**config.mk**
```make
export PLATFORM = sky130hd
export DESIGN_NAME = ffq_buzzer_arbiter
export DESIGN_NICKNAME = d
export VERILOG_FILES = /design/src/rtl/ffq_buzzer_arbiter.sv
export SDC_FILE = /design/constraint.sdc
export NUM_CORES = 1
export LEC_CHECK = 0
export ABC_AREA = 0
export CAP_MARGIN = 0
export CORE_MARGIN = 3
export CORE_UTILIZATION = 34
export DETAILED_ROUTE_END_ITERATION = 8
export MAX_ROUTING_LAYER = met4
export PLACE_DENSITY = 0.62
export SLEW_MARGIN = 10
export SYNTH_ARGS = -nofsm -noshare
export SYNTH_HDL_FRONTEND = slang
export SYNTH_SLANG_ARGS = --single-unit
```
**constraint.sdc**
```tcl
create_clock -name clk -period 4.53 [get_ports clk]
set_input_delay 1.359 -clock clk [delete_from_list [all_inputs] [get_ports clk]]
set_output_delay 1.359 -clock clk [all_outputs]
set_load 0.02 [all_outputs]
```
**src/rtl/ffq_buzzer_arbiter.sv**
```systemverilog
// Fastest-finger-first arbiter: synchronises active-low buzzers, locks the first press after arm.
// Optional macro FFQ_FALSE_START_EN adds per-player false-start flags and a false_start output.
module ffq_buzzer_arbiter #(
    parameter int NUM_PLAYERS    = 4,
    parameter int SYNC_STAGES    = 2,
    parameter int TIMEOUT_CYCLES = 1000,
    parameter int BEEP_CYCLES    = 50
) (
    input  logic                   clk,
    input  logic                   rst_n,
    input  logic                   arm,
    input  logic                   clear,
    input  logic [NUM_PLAYERS-1:0] buzz_n,
    output logic                   winner_valid,
    output logic [3:0]             winner_id,
    output logic                   timed_out,
    output logic                   beep,
    output logic [6:0]             seg,
    output logic [1:0]             state_o
`ifdef FFQ_FALSE_START_EN
    ,
    output logic [NUM_PLAYERS-1:0] false_start
`endif
);

    localparam int TW = (TIMEOUT_CYCLES > 1) ? $clog2(TIMEOUT_CYCLES) : 1;
    localparam int BW = (BEEP_CYCLES > 1) ? $clog2(BEEP_CYCLES + 1) : 1;
    localparam logic [TW-1:0] TMO_LAST  = TW'((TIMEOUT_CYCLES > 0) ? TIMEOUT_CYCLES - 1 : 0);
    localparam logic [BW-1:0] BEEP_LOAD = BW'(BEEP_CYCLES);
    localparam logic [6:0]    SEG_DASH  = 7'b0000001;
    localparam logic [6:0]    SEG_E     = 7'b1001111;

    typedef enum logic [1:0] {
        S_IDLE    = 2'd0,
        S_ARMED   = 2'd1,
        S_LOCKED  = 2'd2,
        S_TIMEOUT = 2'd3
    } state_t;

    state_t                                   state_q, state_d;
    logic [SYNC_STAGES-1:0][NUM_PLAYERS-1:0]  sync_q, sync_d;
    logic [NUM_PLAYERS-1:0]                   hist_q, hist_d;
    logic [NUM_PLAYERS-1:0]                   press, elig;
    logic [3:0]                               first_id;
    logic [TW-1:0]                            tmo_cnt_q, tmo_cnt_d;
    logic [BW-1:0]                            beep_cnt_q, beep_cnt_d;
    logic [3:0]                               winner_id_q, winner_id_d;
    logic                                     winner_valid_q, winner_valid_d;
    logic                                     timed_out_q, timed_out_d;
    logic                                     beep_q, beep_d;
    logic [6:0]                               seg_q, seg_d;
    logic                                     lock;
    logic [NUM_PLAYERS-1:0]                   fs_q, fs_d;

    function automatic logic [6:0] seg_decode(input logic [3:0] d);
        case (d)
            4'd0:    seg_decode = 7'b1111110;
            4'd1:    seg_decode = 7'b0110000;
            4'd2:    seg_decode = 7'b1101101;
            4'd3:    seg_decode = 7'b1111001;
            4'd4:    seg_decode = 7'b0110011;
            4'd5:    seg_decode = 7'b1011011;
            4'd6:    seg_decode = 7'b1011111;
            4'd7:    seg_decode = 7'b1110000;
            4'd8:    seg_decode = 7'b1111111;
            4'd9:    seg_decode = 7'b1111011;
            default: seg_decode = SEG_DASH;
        endcase
    endfunction

    // A press is a released-to-pressed transition on the synchronised level, so a held button never re-triggers.
    always_comb begin
        sync_d = {sync_q[SYNC_STAGES-2:0], buzz_n};
        hist_d = sync_q[SYNC_STAGES-1];
        press  = hist_q & ~sync_q[SYNC_STAGES-1];
    end

`ifdef FFQ_FALSE_START_EN
    always_comb begin
        fs_d = fs_q;
        if (clear)
            fs_d = '0;
        else if (state_q == S_IDLE)
            fs_d = fs_q | press;
        elig = press & ~fs_q;
    end
    assign false_start = fs_q;
`else
    always_comb begin
        fs_d = '0;
        elig = press;
    end
`endif

    always_comb begin
        first_id = 4'd0;
        for (int i = NUM_PLAYERS - 1; i >= 0; i--) begin
            if (elig[i]) first_id = 4'(i + 1);
        end
    end

    always_ff @(posedge clk or negedge rst_n) begin
        if (!rst_n) state_q <= S_IDLE;
        else        state_q <= state_d;
    end

    always_comb begin
        state_d = state_q;
        case (state_q)
            S_IDLE:  if (arm) state_d = S_ARMED;
            S_ARMED: begin
                if (|elig)
                    state_d = S_LOCKED;
                else if ((TIMEOUT_CYCLES > 0) && (tmo_cnt_q == TMO_LAST))
                    state_d = S_TIMEOUT;
            end
            default: state_d = state_q;
        endcase
        if (clear) state_d = S_IDLE;
    end

    // Outputs are computed from the next state and registered, keeping inputs off any output path.
    always_comb begin
        lock        = (state_q == S_ARMED) && (state_d == S_LOCKED);
        winner_id_d = winner_id_q;
        tmo_cnt_d   = tmo_cnt_q;
        beep_cnt_d  = beep_cnt_q;
        if (state_q == S_ARMED) tmo_cnt_d = tmo_cnt_q + 1'b1;
        else                    tmo_cnt_d = '0;
        if (lock) winner_id_d = first_id;
        if (state_d == S_IDLE) winner_id_d = 4'd0;
        if (lock)
            beep_cnt_d = BEEP_LOAD;
        else if (state_d == S_IDLE)
            beep_cnt_d = '0;
        else if (beep_cnt_q != '0)
            beep_cnt_d = beep_cnt_q - 1'b1;
        winner_valid_d = (state_d == S_LOCKED);
        timed_out_d    = (state_d == S_TIMEOUT);
        beep_d         = (beep_cnt_d != '0);
        case (state_d)
            S_LOCKED:  seg_d = seg_decode(winner_id_d);
            S_TIMEOUT: seg_d = SEG_E;
            default:   seg_d = SEG_DASH;
        endcase
    end

    always_ff @(posedge clk or negedge rst_n) begin
        if (!rst_n) begin
            sync_q         <= '1;
            hist_q         <= '1;
            fs_q           <= '0;
            tmo_cnt_q      <= '0;
            beep_cnt_q     <= '0;
            winner_id_q    <= 4'd0;
            winner_valid_q <= 1'b0;
            timed_out_q    <= 1'b0;
            beep_q         <= 1'b0;
            seg_q          <= SEG_DASH;
        end else begin
            sync_q         <= sync_d;
            hist_q         <= hist_d;
            fs_q           <= fs_d;
            tmo_cnt_q      <= tmo_cnt_d;
            beep_cnt_q     <= beep_cnt_d;
            winner_id_q    <= winner_id_d;
            winner_valid_q <= winner_valid_d;
            timed_out_q    <= timed_out_d;
            beep_q         <= beep_d;
            seg_q          <= seg_d;
        end
    end

    assign winner_valid = winner_valid_q;
    assign winner_id    = winner_id_q;
    assign timed_out    = timed_out_q;
    assign beep         = beep_q;
    assign seg          = seg_q;
    assign state_o      = state_q;

endmodule

```
After elaboration in Yosys (flattened, before gate mapping)

Memory sizes are Yosys's and may differ from the RTL's.
Cells that the tools add are included.

$add $sub $neg: 2
Eq/ne operators: 4
Multiplexer cells: 16
Bitwise operators: 2
Reductions and logical operators: 6

Operator list:

| operator              | number |
|---|---|
| $mux 4                | 5 |
| $mux 6                | 3 |
| $pmux 7 s2            | 1 |
| $reduce_bool 6->1     | 2 |
| $add 10x1->10 const B | 1 |
| $eq 10x10->1 const B  | 1 |
| $mux 10               | 1 |
| $mux 2                | 4 |
| $sub 6x1->6 const B   | 1 |
| $and 4x4->4           | 1 |
| $eq 2x2->1 const B    | 2 |
| $logic_not 2->1       | 2 |
| $not 4->4             | 1 |
| $pmux 2 s2            | 1 |
| $reduce_or 4->1       | 1 |
| $mux 3                | 1 |
| $eq 2x1->1 const B    | 1 |
| $logic_and 1x1->1     | 1 |

Register bits after elaboration: 44
Memory bits (read-only): 112
Input port bits: 8
Output and inout port bits: 16
Memories: 1

Memories:

| memory           | depth | bits a word | read ports | clocked after memory_dff | wr ports | RTL line | source |
|---|---|---|---|---|---|---|---|
| (name not given) | 16    | 7           | 1          | 0                        | 0        | 56       | `case (d)` |

Depth between registers and ports, before layout

An unclocked memory read counts as a cell.

Depth after elaboration: 12
Mapped depth: 9
Depth with buffers taken out: 9

Least setup slack after synthesis

Ideal clock, no wire load.

Path kind: input to register
Start: input port clear
End: register seg_q[5] (netlist: seg[5])
Library setup time: 0.127 ns
Arrival: 2.633 ns
Setup slack: 1.770 ns
Cell stages on the path: 6
Buffers on the path: 0
Cells stage by stage: nor3b_2 -> o41ai_4 -> a21o_1 -> ha_1 -> o31ai_1 -> a21oi_1

Word-level cells in the longest chain between the ends: 7
Elaborated cells between the ends (all ways): 9
Those cells by class: 2 x eq/ne; 4 x mux; 2 x reduce/logical; 1 x memory

Ends and longest elaborated chain:

| what                 | RTL line | source |
|---|---|---|
| start, declared      | 12       | `input logic clear,` |
| $mux 2 (*)           | 119      | `if (clear) state_d = S_IDLE;` |
| $eq 2x2->1           | 124, 141 |  |
| $logic_and 1x1->1    | 124      | `lock = (state_q == S_ARMED) && (state_d == S_LOCKED);` |
| $mux 4               | 130      | `if (lock) winner_id_d = first_id;` |
| $mux 4               | 131      | `if (state_d == S_IDLE) winner_id_d = 4'd0;` |
| $mem_v2 16x7         | -        |  |
| $pmux 7 s2 (*)       | 141      | `case (state_d)` |
| named net seg_d[5]   | 51       | `logic [6:0] seg_q, seg_d;` |
| end signal, assigned | 170      | `seg_q <= seg_d;` |
| end, declared        | 51       |  |

Mark *: on every way through the listed nets, which the timed path passes. The rest lies on a longest branch.

Worst setup path in the final report

Start: input port clear
End: register seg_q[0] (netlist: seg[0])

Word-level cells in the longest chain between the ends: 7
Elaborated cells between the ends (all ways): 9
Those cells by class: 2 x eq/ne; 4 x mux; 2 x reduce/logical; 1 x memory

Ends and longest elaborated chain:

| what                     | RTL line | source |
|---|---|---|
| $mux 2 (*)               | 119      |  |
| $eq 2x2->1               | 124      |  |
| $logic_and 1x1->1        | 124      |  |
| $mux 4                   | 130      |  |
| $mux 4 (*)               | 131      |  |
| named net winner_id_d[0] | 47       | `logic [3:0] winner_id_q, winner_id_d;` |
| $mem_v2 16x7 (*)         | -        |  |
| $pmux 7 s2 (*)           | 141      |  |
| named net seg_d[0]       | 51       |  |

Marked as above.

==> impl_summary.log <==
INFO  metric rsz0062_at_grt = no
INFO  metric final_max_slew_viol_count = 0
INFO  metric antenna_cells = 0
INFO  metric p_sw = between 300 and 400 uW
INFO  metric dpl.hpwl = about 2800 um
INFO  metric clkSlewWorstSetupHoldPaths = 0.07 ns
INFO  metric timing_worst_slew_pin_value = 0.9512 ns
INFO  metric clock_sinks = 44
INFO  metric postCtsSetupBuffers = 0
INFO  metric cp_cell_sequence = clkdlybuf4s50_1, nor3b_2, nand2_1, o21ai_0, a21o_1, inv_1, ha_1, inv_1, nor3_1, o32ai_1
INFO  metric synth_area_leader_cell = sky130_fd_sc_hd__dfrtp_1
INFO  metric run_status = completed
INFO  metric clk_latency = 0.30 ns
INFO  metric max-slew-margin-rel = 36.59%
INFO  metric intPower = a little over 700 uW
INFO  metric number_of_antenna_violations_at_the_first_check_in_global_routing = 0
INFO  metric worst_r2r_setup_slack = 2.21 ns
INFO  metric cts-htree-levels = 2
INFO  metric power_per_cell_area = 417.7 mW/mm^2
INFO  metric synthesis.area_per_instance = 11.21 um^2
INFO  metric cts_made_buffers = 5
INFO  metric seq_area_frac_synth = between 50% and 60%
INFO  metric synth_nets = 199
INFO  metric cell_chosen_for_the_clock_root = sky130_fd_sc_hd__clkbuf_8
INFO  metric detail_route.wl_per_cell = 13.67 um
INFO  metric gp_congestion = 0.8715
INFO  metric timing.critical_path.mode_cell = sky130_fd_sc_hd__inv_1
INFO  metric share_comb_of_total_power = 25.5%
INFO  metric port_buffers = 23
INFO  metric detail_route.vias_per_cell = a little over 5
INFO  metric worst_setup_path_end_kind = flop
INFO  metric grt_max_degree = 45
INFO  metric vdd_drop_max = 239.1 uV
INFO  metric timing.max_cap.violations = 0
INFO  metric top_level_ports = 24
INFO  metric die_span_x = 83.88 um
INFO  metric final-hold-violation-count = 0
INFO  metric fmaxAchievable = 309.1 MHz
INFO  metric critPathLaunchType = primary input
INFO  metric layout.core_utilization = 43.58%
INFO  metric ys.flop_type = sky130_fd_sc_hd__dfrtp_1
INFO  metric crit_path_max_incr_delay = around 0.51 ns
INFO  metric die_area = approximately 0.0070 mm^2
INFO  metric yosysWarnings = 0
INFO  metric clkPwrFrac = 28.4%
INFO  metric number_of_synthesized_flops_with_an_enable_pin = 0
INFO  metric shortest_clock_period_the_worst_path_allows_after_layout = 3.235 ns
INFO  metric skew = 0.009420 ns
INFO  metric fin_nets = ~230
INFO  metric postSynthRegisterBits = 44
INFO  metric min_path_type = reg -> reg
INFO  metric synth_cell_type_count = 49
INFO  metric vias_in_the_first_global_route = approximately 1,400
INFO  metric final_antenna_net_count = 0
INFO  metric clockBufferDepth = 2
INFO  metric floorplan.die.height = 83.88 um
INFO  metric ctsResizeCount = 0
INFO  metric fp-row-count = 27
INFO  metric drive_above_1_share = 14.55%
INFO  metric mostFrequentLayoutCells = 31 x sky130_fd_sc_hd__dfrtp_1, 22 x sky130_fd_sc_hd__clkdlybuf4s50_1, 16 x sky130_fd_sc_hd__nor2_1
INFO  metric postSynthCellCount = 184
INFO  metric yosys-top-cells-area = sky130_fd_sc_hd__dfrtp_1 38%, sky130_fd_sc_hd__dfstp_2 17%, sky130_fd_sc_hd__ha_1 4.2%
INFO  metric yosys.area.top_type_share = 37.62%
INFO  metric design.core.area = ~0.0057 mm^2
INFO  metric power_frac_seq = 46.1%
INFO  metric critical_path_class = in -> reg
INFO  metric post-route-period-util = between 70% and 80%
INFO  metric final.setup.tns = 0 ns
INFO  metric cts_tree = yes
INFO  metric overflow = 0
INFO  metric post-route-drc-count = 0
INFO  metric vias = 1,444
INFO  metric drt_pass1_iterations = 5
INFO  metric start_util = 36.33%
INFO  metric area_growth = 19.96%
INFO  metric worst_ep_arrival_time = 3.43 ns
INFO  metric crit_required = 4.72 ns
INFO  metric layout.cells.most_common = sky130_fd_sc_hd__dfrtp_1
INFO  metric grt_pass1_wl = 6755 um
INFO  metric synth.cell_area = 0.002062 mm^2
INFO  metric crit_slowest_cell = sky130_fd_sc_hd__clkdlybuf4s50_1
INFO  metric final-setup-viol-count = 0
INFO  metric holdBufCountCts = 0
INFO  metric track_usage = between 10 and 15%
INFO  metric path_max_fanout = 6
INFO  metric power.leakage = 1.055 nW
INFO  metric routed_wl = just under 4000 um
INFO  metric drtIter0Drc = 64
INFO  metric fraction_of_registers_with_async_set_reset = 100.0%
INFO  metric swShare = 29.84%
[power groups by stage]
stage	logic (mW)	clock network, mW	registers, mW
floorplan	0.174	0	0.495
global placement	0.268	0	0.484
detailed placement	0.265	0	0.484
CTS	0.267	0.304	0.477
global route	0.302	0.322	0.486
finish	0.264	0.293	0.477
[registers in the layout (all words and copies together) (netlist names)]
register	count
beep	1
hist_d	4
beep_cnt_q	6
winner_valid	1
tmo_cnt_q	10
timed_out	1
winner_id	4
sync_d	4
seg	7
hist_q	4
state_o	2
[critical path: cells and delay by family]
kind | cells | cell delay (ns)
compound gates | 3 | 0.69
fa+ha+maj | 1 | 0.20
buf+inv | 3 | 0.68
simple gates | 3 | 0.50
[layer usage]
| metal | share of wire [%] | vias up | track usage [%] |
|---|---|---|---|
| met2 | 44 | 39 | 17.14 |
| met3 | 5.0 | 9 | 3.060 |
| met5 | 0 | - | - |
| met1 | 49 | 695 | 16.68 |
| met4 | 1.8 | 0 | 5.702 |
| li1 | - | 701 | - |
[cells in the mapped netlist (2+ instances only)]
library cell               instances
sky130_fd_sc_hd__a21o_1            3
sky130_fd_sc_hd__a21oi_1           9
sky130_fd_sc_hd__a31oi_1           2
sky130_fd_sc_hd__a41oi_1           2
sky130_fd_sc_hd__and3_1            3
sky130_fd_sc_hd__buf_2             2
sky130_fd_sc_hd__dfrtp_1          31
sky130_fd_sc_hd__dfstp_2          13
sky130_fd_sc_hd__ha_1              7
sky130_fd_sc_hd__inv_1            12
sky130_fd_sc_hd__mux2i_1           2
sky130_fd_sc_hd__nand2_1           7
sky130_fd_sc_hd__nand2b_1          5
sky130_fd_sc_hd__nand3_1           7
sky130_fd_sc_hd__nand3b_1          2
sky130_fd_sc_hd__nor2_1           16
sky130_fd_sc_hd__nor2b_1           2
sky130_fd_sc_hd__nor2b_4           2
sky130_fd_sc_hd__nor3_1            6
sky130_fd_sc_hd__o21ai_0           9
sky130_fd_sc_hd__o21ai_1           3
sky130_fd_sc_hd__o31ai_1           2
sky130_fd_sc_hd__or3_1             2
sky130_fd_sc_hd__xnor2_1           7
sky130_fd_sc_hd__xor2_1            4
[stage by stage]
stage	cell area (um^2)	setup WS (ns)	hold WS, ns	instances	power [mW]
global route	2474	1.168	0.3624	285	1.110
global placement	2367	1.124	0.3457	277	0.7512
finish	2474	1.295	0.3571	285	1.033
floorplan	2062	1.770	0.3452	184	0.6692
detailed placement	2367	1.042	0.3468	277	0.7493
CTS	2474	1.340	0.3583	285	1.049
[cell families after synthesis]
family | count (synthesis) | share of synthesized area [%]
adder cells (fa/ha/maj) | 7 | 4.247
multiplexers | 2 | 0.9709
flip-flops | 44 | 54.19
XOR/XNOR | 11 | 4.672
buffers and inverters | 15 | 2.912
AND/OR/NAND/NOR | 64 | 18.14
AO/OA/AOI/OAI | 41 | 14.87
[layout make-up]
class	instances	area, um^2
fill	539	3202
sequential	44	1117
multi-input combinational	125	884.6
timing repair buffer	23	225.2
tap	72	90.09
clock buffer	7	76.32
inverter	13	50.05
clock inverter	1	30.03
[worst paths after layout]
path	startpoint	to	cells after the start
max reg2reg	hist_d[0]	seg[2]	8
min	sync_d[6]	hist_d[2]	0
max	clear	seg[0]	10
max in group asynchronous	rst_n	beep	1
min in group asynchronous	rst_n	tmo_cnt_q[2]	1
min reg2reg	sync_d[6]	hist_d[2]	0
No activity file was read; power rests on OpenSTA's default activity.
